`src/rtl/vector_mem_sequencer.sv`:
```
// Memory-stage sequencer: splits a scalar or I-lane vector access into single-lane
// transactions on a byte-wide synchronous memory and gathers the load data.
module vector_mem_sequencer #(
  parameter int I = 4,
  parameter int L = 8,
  parameter int A = 32
) (
  input  logic           CLK,
  input  logic           RST,
  input  logic           start_i,
  input  logic           op_type_i,
  input  logic           op_source_i,
  input  logic           write_enable_i,
  input  logic [A-1:0]   address_i,
  input  logic [I*L-1:0] alu_result_v_i,
  input  logic [I*L-1:0] rd2_v_i,
  input  logic [L-1:0]   alu_result_s_i,
  input  logic [L-1:0]   rd2_s_i,
  output logic [A-1:0]   mem_addr_o,
  output logic [L-1:0]   mem_wdata_o,
  output logic           mem_we_o,
  input  logic [L-1:0]   mem_rdata_i,
  output logic [I*L-1:0] vector_o,
  output logic [L-1:0]   scalar_o,
  output logic           mem_finished_o,
  output logic           stall_o
);

  localparam int CW = (I > 1) ? $clog2(I) : 1;

  typedef enum logic [1:0] {
    IDLE   = 2'd0,
    ACCESS = 2'd1,
    DRAIN  = 2'd2,
    DONE   = 2'd3
  } state_t;

  state_t         state_r;
  logic [CW-1:0]  count_r;
  logic [A-1:0]   base_r;
  logic [I*L-1:0] store_r;
  logic [I*L-1:0] gather_r;
  logic           is_vec_r;
  logic           we_r;

  logic [I*L-1:0] store_sel_s;
  logic [I*L-1:0] gather_next_s;
  logic [CW-1:0]  next_count_s;
  logic [CW-1:0]  capture_idx_s;
  logic           capture_en_s;
  logic           last_s;

  function automatic logic [L-1:0] lane_of(input logic [I*L-1:0] vec, input logic [CW-1:0] idx);
    lane_of = {L{1'b0}};
    for (int k = 0; k < I; k++) begin
      if (idx == CW'(k)) lane_of = vec[k*L +: L];
    end
  endfunction

  assign stall_o = (state_r != IDLE) || start_i;

  // Store data selection; a scalar occupies lane 0 only.
  always_comb begin
    store_sel_s = {(I*L){1'b0}};
    if (op_type_i) begin
      if (op_source_i) store_sel_s = rd2_v_i;
      else             store_sel_s = alu_result_v_i;
    end else begin
      if (op_source_i) store_sel_s[L-1:0] = rd2_s_i;
      else             store_sel_s[L-1:0] = alu_result_s_i;
    end
  end

  // Read data trails the address by one cycle, so ACCESS fills lane count-1 and DRAIN the last lane.
  always_comb begin
    next_count_s  = count_r + CW'(1);
    last_s        = is_vec_r ? (count_r == CW'(I - 1)) : (count_r == {CW{1'b0}});
    capture_en_s  = 1'b0;
    capture_idx_s = count_r;
    gather_next_s = gather_r;
    case (state_r)
      ACCESS: begin
        if (!we_r && (count_r != {CW{1'b0}})) begin
          capture_en_s  = 1'b1;
          capture_idx_s = count_r - CW'(1);
        end else begin
          capture_en_s  = 1'b0;
        end
      end
      DRAIN:   capture_en_s = 1'b1;
      default: capture_en_s = 1'b0;
    endcase
    if (capture_en_s) begin
      for (int k = 0; k < I; k++) begin
        if (capture_idx_s == CW'(k)) gather_next_s[k*L +: L] = mem_rdata_i;
      end
    end else begin
      gather_next_s = gather_r;
    end
  end

  // Sequencer FSM; memory-side outputs are registered one step ahead of the state they belong to.
  always_ff @(posedge CLK or posedge RST) begin
    if (RST) begin
      state_r        <= IDLE;
      count_r        <= {CW{1'b0}};
      base_r         <= {A{1'b0}};
      store_r        <= {(I*L){1'b0}};
      gather_r       <= {(I*L){1'b0}};
      is_vec_r       <= 1'b0;
      we_r           <= 1'b0;
      mem_addr_o     <= {A{1'b0}};
      mem_wdata_o    <= {L{1'b0}};
      mem_we_o       <= 1'b0;
      vector_o       <= {(I*L){1'b0}};
      scalar_o       <= {L{1'b0}};
      mem_finished_o <= 1'b0;
    end else begin
      case (state_r)
        IDLE: begin
          mem_finished_o <= 1'b0;
          if (start_i) begin
            state_r     <= ACCESS;
            count_r     <= {CW{1'b0}};
            base_r      <= address_i;
            is_vec_r    <= op_type_i;
            we_r        <= write_enable_i;
            store_r     <= store_sel_s;
            gather_r    <= {(I*L){1'b0}};
            mem_addr_o  <= address_i;
            mem_we_o    <= write_enable_i;
            mem_wdata_o <= store_sel_s[L-1:0];
          end else begin
            state_r <= IDLE;
          end
        end
        ACCESS: begin
          gather_r <= gather_next_s;
          if (last_s) begin
            state_r        <= we_r ? DONE : DRAIN;
            mem_addr_o     <= {A{1'b0}};
            mem_wdata_o    <= {L{1'b0}};
            mem_we_o       <= 1'b0;
            mem_finished_o <= we_r;
          end else begin
            count_r     <= next_count_s;
            mem_addr_o  <= base_r + {{(A-CW){1'b0}}, next_count_s};
            mem_wdata_o <= lane_of(store_r, next_count_s);
            mem_we_o    <= we_r;
          end
        end
        DRAIN: begin
          gather_r       <= gather_next_s;
          state_r        <= DONE;
          mem_finished_o <= 1'b1;
          if (is_vec_r) vector_o <= gather_next_s;
          else          scalar_o <= gather_next_s[L-1:0];
        end
        DONE: begin
          state_r        <= IDLE;
          mem_finished_o <= 1'b0;
        end
        default: begin
          state_r        <= IDLE;
          mem_finished_o <= 1'b0;
        end
      endcase
    end
  end

endmodule

```
`config.mk`:
```
export PLATFORM = sky130hd
export DESIGN_NAME = vector_mem_sequencer
export DESIGN_NICKNAME = d
export VERILOG_FILES = /design/src/rtl/vector_mem_sequencer.sv
export SDC_FILE = /design/constraint.sdc
export NUM_CORES = 1
export LEC_CHECK = 0
export BUFFER_PORTS_ARGS = -buffer_cell sky130_fd_sc_hd__buf_2
export CORE_UTILIZATION = 59
export CTS_BUF_LIST = sky130_fd_sc_hd__clkbuf_16
export DETAILED_ROUTE_END_ITERATION = 10
export PLACE_DENSITY = 0.86
export SKIP_LAST_GASP = 1
export SYNTH_ARGS = -nofsm -noshare
export SYNTH_HDL_FRONTEND = slang
export SYNTH_SLANG_ARGS = --single-unit
```
`constraint.sdc`:
```
create_clock -name CLK -period 17.6 [get_ports CLK]
set_input_delay 2.64 -clock CLK [delete_from_list [all_inputs] [get_ports CLK]]
set_output_delay 2.64 -clock CLK [all_outputs]
set_load 0.01 [all_outputs]
```
-- Yosys cells after proc, flatten, opt, wreduce, memory -nomap -nowiden
Cells that the tools add are included.
- register bits after elaboration: 184
- output and inout port bits: 83
- word-level logic and storage cells: 87
- $add $sub $neg: 3
- equal/unequal tests: 13
- muxes and demuxes: 38
- bitwise operators: 1
- reduce and logical (&&, ||, !) cells: 19
- operators by type and width (cell ; count):
    32-bit 2-to-1 mux ; 5
    32-bit one-hot mux with 2 select lines ; 2
    8-bit 2-to-1 mux ; 12
    32-bit by 2-bit adder with 32-bit output ; 1
    24-bit 2-to-1 mux ; 1
    8-bit one-hot mux with 2 select lines ; 1
    2-bit == test, second input constant ; 7
    2-bit 2-to-1 mux ; 5
    2-bit AND reduction ; 5
    2-bit logical NOT ; 4
    2-bit one-hot mux with 4 select lines ; 1
    2-bit nonzero test ; 4
    1-bit 2-to-1 mux ; 7
    2-bit by 1-bit == test with 1-bit output, second input constant ; 3
    2-bit != test, second input constant ; 3
    1-bit one-hot mux with 2 select lines ; 2
    2-bit one-hot mux with 2 select lines ; 1
    2-bit OR reduction ; 2
    1-bit one-hot mux with 3 select lines ; 1
    3-bit AND reduction ; 1
    2-bit by 1-bit adder with 2-bit output, second input constant ; 1
    2-bit by 1-bit subtractor with 2-bit output, second input constant ; 1
    1-bit logical AND ; 1
    1-bit logical NOT ; 1
    2 further kinds ; 2

-- Logic depth before layout (Yosys ltp)
Gate-level depths: netlist of run 1.
- depth in word-level cells: 8
- gate-level depth with buffers: 9
- depth with buffers taken out: 8

-- Worst setup path before layout of run 1
No wires, ideal clock.
- path kind: input to output
- from: input start_i
- to: output stall_o
- data arrival time: 3.101 ns
- data required time: 14.960 ns
- path slack: 11.859 ns
- cell stages on the path: 3
- cells stage by stage: clkbuf_1 nor2_1 inv_1
- longest elaborated chain between the ends: 1
- RTL lines (what ; line ; RTL):
    start, declared ; 10 ; input logic start_i,
    1-bit logical OR ; 60 ; assign stall_o = (state_r != IDLE) || start_i;
    end, declared ; 26 ; output logic stall_o
No other way between the ends.

-- Worst setup path in the final report of run 1
Same ends and word-level chain as after synthesis.

==> flow_metrics.py, run 1 <==
metrics = {
    "routing": {
        "drtIter0Drc": 497,
        "wirelength_um": 22300,
        "drc_errors": 24,
        "viasPerCell": 5.94,
        "wl_met3_um": 1560,
        "dr_wl_met2_um": 10900,
        "routed.top_layer": "met5",
        "dr.pass1.iters": 8,
        "wl_met1_um": 9180,
        "vias": 7311,
        "ant_nets": 0,
        "routedWlPerCell_um": 18.1,
    },
    "timing": {
        "tns_ns": 0,
        "drv_slew": 0,
        "worst_slack_ns": 11.62,
        "finalHoldWorstSlack_ns": 0.474,
        "fin_crit_sh_pct": 34.0,
        "max_slew_margin_pct": 17.4,
        "worstMarginPinSlew_ns": 1.23,
        "rsz0062_at_grt": "false",
        "clock.fmax_mhz": 167,
        "finalHoldViolCount": 0,
        "fin_skew_ns": 0.0115,
        "setup_viol": 0,
        "timing.final.crit_period_ns": 5.98,
    },
    "pwr": {
        "combPwrFrac_pct": 40.5,
        "power_leakage_uw": 0.00521,
        "power.density_nw_per_um2": 178,
        "internal_power_uw": 1160,
        "p_switching_uw": 753,
        "swShare_pct": 39.5,
        "pwr-share-clk_pct": 20.9,
        "power_frac_seq_pct": 38.7,
        "irDropWorstVdd_mv": 0.0975,
    },
    "clocking": {
        "clk_pin_slew_ns": 0.07,
        "cts.path.max_buffers": 2,
        "cts_resized": 0,
        "cts_made_buffers": 17,
        "insertion_delay_ns": 0.44,
        "cts_tree": "done",
        "postCtsHoldBufs": 0,
        "cts_max_level": 4,
        "post-cts-setup-buffer-count": 0,
        "clock-sinks": 184,
        "cts-root-buf": "clkbuf_16",
    },
    "setup_path": {
        "cp.arrival_ns": 3.34,
        "r2r_end": "mem_addr_o[25]$_DFFE_PP0P_",
        "end_kind": "output port",
        "r2r_cells": 6,
        "startpoint_type": "primary input",
        "cp.required_ns": 14.96,
        "critPathKind": "primary input to output port",
        "ff2ff_setup_slack_ns": 13.73,
        "cp_max_fo": 8,
        "worstReg2RegStart": "count_r[0]$_DFFE_PP0P_",
    },
    "global_routing": {
        "grt_antenna_before_repair": 2,
        "grt.overflow.total": 0,
        "grt_first_pass_wirelength_um": 36300,
        "grt_pass1_vias": 7330,
        "grt_usage_pct": 29.5,
        "grt_max_degree": 117,
    },
    "run_status": {
        "violations": "DRC",
        "status": "finished, violations left",
    },
    "yosys": {
        "synth_seq_cells": 184,
        "syn_area_sq_um": 9020,
        "synth_ff_type": "dfrtp_1",
        "avgSynthCellArea_sq_um": 10.5,
        "yosysTopAreaCellShare_pct": 51.1,
        "netlist-cell-type-count": 50,
        "async_flop_share_pct": 100,
        "yosys.area.top_type": "dfrtp_1",
        "synth.top_cells.by_area": "dfrtp_1 51%, mux2i_1 6.5%, mux2_2 5.2%",
        "synth_edf_count": 0,
        "yosysWarningCount": 0,
        "yosysSeqAreaShare_pct": 51.1,
        "syn-num-nets": 996,
        "syn_inst": 859,
    },
    "place": {
        "place_area_sq_um": 10100,
        "io_buffers": 208,
        "post-place-ws_ns": 11.62,
        "place_congestion": 0.826,
        "hpwl_um": 15300,
    },
    "final_layout": {
        "areaGrowthSynthToFinish_pct": 18.7,
        "layout.nets": 1169,
        "design_area_sq_um": 10700,
        "drive_gt1_share_pct": 29.5,
        "utilization_pct": 72.8,
    },
    "floorplan": {
        "fp.dieH_um": 126,
        "io-pin-count": 209,
        "dieArea_sq_um": 15800,
        "num_rows": 44,
        "design.core.area_sq_um": 14700,
        "die-width_um": 126,
        "initial_utilization_pct": 61.4,
    },
    "worst_hold_path": {
        "worstHoldStart": "vector_o[9]$_DFFE_PP0P_",
        "hold_path_end": "vector_o[9]$_DFFE_PP0P_",
        "hold_path_depth": 2,
        "hp-class": "flop to flop",
    },
    "flow_run": {
        "cap_violations": 0,
    },
}
## cell usage in the layout (no fill, tap or decap), types with 2 or more instances in the layout
cell type,instances
inv_6,4
nand2_1,96
o21ai_1,10
clkinv_4,3
and3_1,15
a211oi_1,2
inv_8,2
nor2b_1,4
a22o_1,39
mux4_2,8
o21ai_0,77
clkinvlp_4,3
mux2i_1,59
bufinv_16,3
o21ai_2,2
a221oi_1,13
o22ai_1,15
buf_2,208
mux2_2,42
nor3_1,6
and2_1,3
xnor2_1,5
a21o_1,4
nor2_1,58
buf_4,6
nand4_1,10
clkbuf_16,17
nor4_4,2
nand2b_1,3
nand3_1,15
inv_1,21
dfrtp_1,184
o211ai_1,2
ha_1,10
nor3b_1,3
a22oi_1,2
a21oi_1,46
xor2_1,25
## flip-flops by register name (all words and copies together), names as in the netlist
name and count:
base_r 32, count_r 2, gather_r 32, is_vec_r 1, mem_addr_o 32, mem_finished_o 1
mem_wdata_o 8, mem_we_o 1, scalar_o 8, state_r 2, store_r 32, vector_o 32
we_r 1
## stage by stage
stage | power, uW | std cells
after floorplan | 1260 | 859
after global placement | 1470 | 1197
after detailed placement | 1500 | 1197
after CTS | 1910 | 1229
after global routing | 2030 | 1229
final | 1910 | 1230
## kinds of logic (layout without fill, tap and decap cells)
kind of cell | after synthesis | count (layout) | synth area share, %
and+or+nand+nor | 224 | 224 | 11.6
buffers and inverters | 82 | 268 | 3.84
other | 0 | 1 | 0
AOI/OAI and AO/OA | 218 | 218 | 15.0
xor gates and xnor gates | 30 | 30 | 2.91
muxes | 110 | 110 | 14.0
DFF | 184 | 184 | 51.1
adders and majority gates | 11 | 11 | 1.61
## routing by layer
layer / GRT usage [%] / up-vias
li1: - / 3399
met1: 37.4 / 3517
met2: 49.5 / 335
met3: 5.99 / 56
met4: 12.6 / 4
met5: 0 / -
## synthesized netlist by cell type, types with 6 or more instances
library cell and number:
nand3_1 15, a22o_1 39, nor3_1 6, nand2_1 97, nor2_1 58, inv_1 22, ha_1 10, mux2i_1 59
a221oi_1 13, clkbuf_1 33, xor2_1 25, a21oi_1 46, buf_2 13, nand4_1 10, mux4_2 8, buf_1 10
dfrtp_1 184, o21ai_0 77, o21ai_1 11, o22ai_1 15, mux2_2 42, and3_1 15
## power by group through the flow
stage | Clock (uW) | Combinational (uW) | Sequential (uW)
after floorplan | 0 | 504 | 754
final | 398 | 772 | 739
after global routing | 418 | 857 | 760
after detailed placement | 0 | 763 | 740
after global placement | 0 | 737 | 732
after CTS | 401 | 772 | 736
## worst max path at each step
| stage | from | end | slack (ns) | cells past startpoint |
|---|---|---|---|---|
| after floorplan | RST | base_r[0]$_DFFE_PP0P_ | 9.96 | 1 |
| after global placement | start_i | stall_o | 11.69 | 4 |
| after detailed placement | start_i | stall_o | 11.62 | 4 |
| after CTS | start_i | stall_o | 11.62 | 4 |
| after global routing | start_i | stall_o | 11.56 | 4 |
| final | start_i | stall_o | 11.62 | 4 |
## layout make-up
type | instances | area [sq um]
Clock buffer | 17 | 425
Tap cell | 184 | 230
Inverter | 22 | 87.6
Clock inverter | 15 | 191
Timing Repair Buffer | 214 | 1090
Fill cell | 1064 | 3990
Sequential cell | 184 | 4600
Multi-Input combinational cell | 593 | 4080
Antenna cell | 1 | 2.50
## worst max-delay path, cell delays in order
cell and delay (ns):
buf_2 0.15, nor2_1 0.26, inv_1 0.13, buf_2 0.17
Note: power is estimated with default switching activity, not from simulation.
==> inputs of run 2 (changes only) <==
ABC_AREA = 1   (was default)
CORE_UTILIZATION = 55   (was 59)
PLACE_DENSITY = 0.81   (was 0.86)
clock period = 5.75 ns   (was 17.6 ns; I/O delays follow)
==> run 2 against run 1 <==
The flow now finishes without violations. Routed wire length rose by 24%. Clock-buffer cell count did not move. Die area rose by 13%. Worst hold slack improved by 0.0025 ns. Combinational power rose to 3.5 times the previous value. First-iteration DRC count rose by 78%. Clock power rose to 2.8 times the previous value. Core utilization fell by 5.8 points. Synthesized area rose by 5.6%. Non-clock buffer count rose by 1. Global-route usage rose by 2.3 points. Clock skew fell by 0.0021 ns. Largest cell class unchanged. Largest power group unchanged.
==> flow_metrics.py, run 2 <==
metrics = {
    "setup_path": {
        "crit_chain": "inv_1 -> ha_1 -> inv_1 -> nand3_4 -> a21oi_4 -> inv_2 -> nor2_4 -> nand2_1 -> nand2_1 -> nand3_1 -> nand2_1",
        "slowest_delay_ns": 0.47,
        "cp.depth": 11,
        "cp.arrival_ns": 3.35,
        "startpoint_type": "flop",
        "slowest_stage": "a21oi_4",
        "ff2ff_setup_slack_ns": 2.77,
        "cp_max_fo": 19,
        "crit_top_cell": "nand2_1",
        "startpoint": "count_r[0]$_DFFE_PP0P_",
        "end_kind": "flop",
        "critPathBufInv": 3,
        "worstReg2RegStart": "count_r[0]$_DFFE_PP0P_",
        "crit_path_end": "vector_o[22]$_DFFE_PP0P_",
        "critPathKind": "flop to flop",
        "r2r_cells": 11,
        "r2r_end": "vector_o[22]$_DFFE_PP0P_",
        "crit_family": "simple AND/OR/NAND/NOR gates",
        "cp.required_ns": 6.13,
    },
    "yosys": {
        "yosysWarningCount": 0,
        "yosys.area.top_type": "dfrtp_1",
        "yosysTopAreaCellShare_pct": 48.4,
        "synth_ff_type": "dfrtp_1",
        "async_flop_share_pct": 100,
        "synth_seq_cells": 184,
        "syn_area_sq_um": 9520,
        "ys_top_cells_by_count": "370 x nand2_1, 184 x dfrtp_1, 152 x nand3_1",
        "netlist-cell-type-count": 35,
        "yosysMostFrequentCell": "nand2_1",
        "syn-num-nets": 1410,
        "synth.top_cells.by_area": "dfrtp_1 48%, nand2_1 15%, nand3_1 8.0%",
        "yosysSeqAreaShare_pct": 48.4,
        "synth_edf_count": 0,
        "avgSynthCellArea_sq_um": 7.48,
        "syn_inst": 1273,
    },
    "floorplan": {
        "dieArea_sq_um": 17800,
        "fp.dieH_um": 134,
        "initial_utilization_pct": 56.8,
        "io-pin-count": 209,
        "die-width_um": 134,
        "design.core.area_sq_um": 16800,
        "num_rows": 47,
    },
    "routing": {
        "routedWlPerCell_um": 16.4,
        "wirelength_um": 27600,
        "vias": 9470,
        "drtIter0Drc": 883,
        "viasPerCell": 5.63,
        "ant_nets": 0,
        "dr.pass1.iters": 6,
        "drc_errors": 0,
    },
    "place": {
        "post-place-ws_ns": 2.84,
        "io_buffers": 208,
        "hpwl_um": 19300,
        "place_area_sq_um": 10700,
        "place_congestion": 0.912,
    },
    "timing": {
        "setup_viol": 0,
        "finalHoldViolCount": 0,
        "timing.final.crit_period_ns": 2.98,
        "worstMarginPinSlew_ns": 1.13,
        "finalHoldWorstSlack_ns": 0.477,
        "worst_slack_ns": 2.77,
        "tns_ns": 0,
        "drv_slew": 0,
        "fin_skew_ns": 0.00938,
        "clock.fmax_mhz": 336,
        "max_slew_margin_pct": 24.4,
        "rsz0062_at_grt": "false",
        "fin_crit_sh_pct": 51.8,
    },
    "final_layout": {
        "layout_commonest_cell": "nand2_1",
        "layout.nets": 1584,
        "layout_common_cells": "370 x nand2_1, 208 x buf_2, 184 x dfrtp_1",
        "design_area_sq_um": 11200,
        "areaGrowthSynthToFinish_pct": 18.0,
        "drive_gt1_share_pct": 17.9,
    },
    "worst_hold_path": {
        "hp-class": "flop to flop",
        "worstHoldStart": "vector_o[7]$_DFFE_PP0P_",
    },
    "global_routing": {
        "grt_usage_pct": 31.8,
        "grt_first_pass_wirelength_um": 44700,
        "grt_max_degree": 141,
        "grt_pass1_vias": 8793,
        "grt.overflow.total": 0,
        "grt_antenna_before_repair": 1,
    },
    "run_status": {
        "status": "complete, no violations",
    },
    "clocking": {
        "postCtsHoldBufs": 0,
        "clk_pin_slew_ns": 0.07,
        "cts.path.max_buffers": 2,
        "cts_made_buffers": 17,
        "cts-root-buf": "clkbuf_16",
        "insertion_delay_ns": 0.44,
        "cts_resized": 0,
        "cts_max_level": 4,
        "post-cts-setup-buffer-count": 0,
        "cts_tree": "done",
        "clock-sinks": 184,
    },
    "pwr": {
        "power_leakage_uw": 0.00574,
        "irDropWorstVdd_mv": 0.299,
        "power.density_nw_per_um2": 542,
    },
    "flow_run": {
        "cap_violations": 0,
    },
}
-- run 2: worst min path at each step --
stage	to	slack, ns	cells past startpoint
floorplan	gather_r[1]$_DFFE_PP0P_	0.45	2
global placement	vector_o[19]$_DFFE_PP0P_	0.46	2
detailed placement	vector_o[7]$_DFFE_PP0P_	0.46	2
CTS	vector_o[7]$_DFFE_PP0P_	0.48	2
global route	vector_o[0]$_DFFE_PP0P_	0.49	2
finish	vector_o[7]$_DFFE_PP0P_	0.48	2
-- run 2: stage by stage --
step	power, uW	std cells	util (%)
final	6090	1681	67.0
after global routing	6530	1680	67.0
after CTS	6070	1680	67.0
after detailed placement	4930	1648	63.7
after global placement	4870	1648	63.7
after floorplan	4030	1273	-
-- run 2: routing by layer --
| layer | share of wire, % | up-vias | wire length [um] | track usage, % |
|---|---|---|---|---|
| li1 | - | 4517 | - | - |
| met1 | 44 | 4493 | 12200 | 44.5 |
| met2 | 47 | 401 | 12900 | 50.1 |
| met3 | 6.8 | 57 | 1860 | 5.86 |
| met4 | 2.2 | 2 | 609 | 10.2 |
| met5 | 0.043 | - | 12 | 0 |
-- run 2: area by class of cell --
cell class              count  area [sq um]
diodes                      1          2.50
clock buffers              17           425
clock inverters            15           125
fillers                  1490          5530
inverters                 118           447
multi-input cells         911          4250
flip-flops and latches    184          4600
well taps                 220           275
repair buffers            215          1110
-- run 2: worst min-delay path, stage by stage (launching register included) --
cell,delay (ns)
dfrtp_1,0.34
nand2_1,0.05
nand2_1,0.05
-- run 2: power breakdown --
group          total, uW  switching, uW  internal, uW
clock network       1130            530           596
logic               2730           1860           871
registers           2230            376          1850
total               6090           2770          3320
-- run 2: kinds of logic after synthesis --
kind of cell	after synthesis	share of synthesized area [%]
compound gates	208	12.5
xor+xnor	1	0.0920
fa+ha+maj	11	1.52
simple gates	691	30.3
buf+inv	178	7.19
flops	184	48.4
==> inputs of run 3 (changes only) <==
clock period = 3.11 ns   (was 5.75 ns; I/O delays follow)
==> run 3 against run 2 <==
Core utilization rose by 1.2 points. Critical endpoint is now mem_addr_o[24]$_DFFE_PP0P_. Clock skew fell by 0.00088 ns. Critical path type unchanged. Flip-flop and latch count unchanged. Highest routed layer is now met4.
==> flow_metrics.py, run 3 (synthesized netlist as in run 2, its figures left out) <==
metrics = {
    "clocking": {
        "insertion_delay_ns": 0.44,
        "cts_made_buffers": 17,
        "cts_max_level": 4,
        "cts-root-buf": "clkbuf_16",
        "clk_pin_slew_ns": 0.07,
        "postCtsHoldBufs": 0,
        "cts_tree": "done",
        "cts.path.max_buffers": 2,
        "clock-sinks": 184,
        "cts_resized": 0,
        "post-cts-setup-buffer-count": 0,
    },
    "final_layout": {
        "regArea_sq_um": 4600,
        "areaGrowthSynthToFinish_pct": 20.0,
        "multi_input_area_sq_um": 4250,
        "final_cells": 1695,
        "layout.nets": 1599,
        "layout_commonest_cell": "nand2_1",
        "layout_common_cells": "370 x nand2_1, 208 x buf_2, 184 x dfrtp_1",
        "antenna_cells": 0,
        "drive_gt1_share_pct": 18.8,
        "fill_cells": 1403,
    },
    "floorplan": {
        "initial_utilization_pct": 56.8,
        "fp.dieH_um": 134,
        "design.core.area_sq_um": 16800,
        "num_rows": 47,
        "io-pin-count": 209,
        "dieArea_sq_um": 17800,
        "die-width_um": 134,
    },
    "setup_path": {
        "cp_max_fo": 6,
        "end_kind": "flop",
        "cp.arrival_ns": 3.10,
        "cp.required_ns": 3.43,
        "critPathKind": "flop to flop",
        "startpoint_type": "flop",
    },
    "place": {
        "io_buffers": 208,
        "place_congestion": 0.917,
        "place_inst": 1663,
        "post-place-ws_ns": 0.399,
        "hpwl_um": 20400,
    },
    "timing": {
        "worst_slack_ns": 0.327,
        "worstMarginPinSlew_ns": 1.08,
        "rsz0062_at_grt": "false",
        "fin_crit_sh_pct": 89.5,
        "setup_viol": 0,
        "max_slew_margin_pct": 28.1,
        "drv_slew": 0,
        "timing.final.crit_period_ns": 2.78,
        "fin_skew_ns": 0.00850,
        "finalHoldViolCount": 0,
        "clock.fmax_mhz": 359,
        "tns_ns": 0,
        "finalHoldWorstSlack_ns": 0.194,
    },
    "global_routing": {
        "grt_pass1_vias": 8853,
        "grt_first_pass_wirelength_um": 45600,
        "grt_max_degree": 76,
        "grt.overflow.total": 0,
        "grt_antenna_before_repair": 0,
        "grt_usage_pct": 32.7,
    },
    "routing": {
        "routed.top_layer": "met4",
        "vias": 9449,
        "wirelength_um": 28200,
        "wl_met3_um": 2440,
        "ant_nets": 0,
        "routedWlPerCell_um": 16.6,
        "wl_met1_um": 12100,
        "viasPerCell": 5.57,
        "dr_wl_met2_um": 12900,
        "dr.pass1.iters": 7,
        "drc_errors": 0,
        "drtIter0Drc": 958,
    },
    "pwr": {
        "power.density_nw_per_um2": 1020,
        "irDropWorstVdd_mv": 0.765,
        "power.total_uw": 11600,
        "power_leakage_uw": 0.00586,
    },
    "run_status": {
        "status": "complete, no violations",
    },
    "flow_run": {
        "cap_violations": 0,
    },
    "worst_hold_path": {
        "hp-class": "primary input to asynchronous set/reset pin",
    },
}
[run 3: per-layer routing]
metal / global-route usage [%] / vias up
met5: 0 / -
met4: 12.4 / 0
met3: 5.48 / 53
met2: 50.9 / 494
met1: 45.8 / 4359
li1: - / 4543
[run 3: stage by stage]
step           util (%)  cell area [sq um]
2_1_floorplan         -               9530
3_3_place_gp       64.5              10800
3_5_place_dp       64.5              10800
4_1_cts            68.2              11400
5_1_grt            68.2              11400
6_report           68.2              11400
[run 3: worst max-delay path, cell delays in order (launching register included)]
cell and delay [ns]:
dfrtp_1 0.44, inv_1 0.13, ha_1 0.37, inv_1 0.12, fa_1 0.39, inv_1 0.10, nand3_1 0.13, inv_1 0.16
nand3_1 0.14, nor2_1 0.36, nand4_1 0.13, nand2_1 0.10, a21oi_1 0.07
[run 3: worst paths after layout]
| path | slack, ns | cells past startpoint | endpoint | startpoint |
|---|---|---|---|---|
| max in group asynchronous | 2.16 | 3 | vector_o[28]$_DFFE_PP0P_ | RST |
| hold / removal | 0.19 | 2 | base_r[23]$_DFFE_PP0P_ | RST |
| min in group CLK | 0.25 | 3 | base_r[11]$_DFFE_PP0P_ | address_i[11] |
| setup reg to reg | 0.33 | 12 | mem_addr_o[24]$_DFFE_PP0P_ | count_r[0]$_DFFE_PP0P_ |
| hold reg to reg | 0.47 | 2 | scalar_o[6]$_DFFE_PP0P_ | scalar_o[6]$_DFFE_PP0P_ |
| setup / recovery | 0.33 | 12 | mem_addr_o[24]$_DFFE_PP0P_ | count_r[0]$_DFFE_PP0P_ |
[run 3: report_power, final]
group          total, uW  switching [uW]  internal, uW  leakage [uW]
clock network       2320             972          1350      0.000307
logic               5140            3450          1680       0.00323
registers           4150             731          3420       0.00232
[run 3: final cells by class]
cell class	count	share of cell area, %
Clock buffer	17	3.72
Clock inverter	15	1.73
Inverter	118	3.91
Multi-Input combinational cell	911	37.2
Sequential cell	184	40.3
Tap cell	220	2.41
Timing Repair Buffer	230	10.8
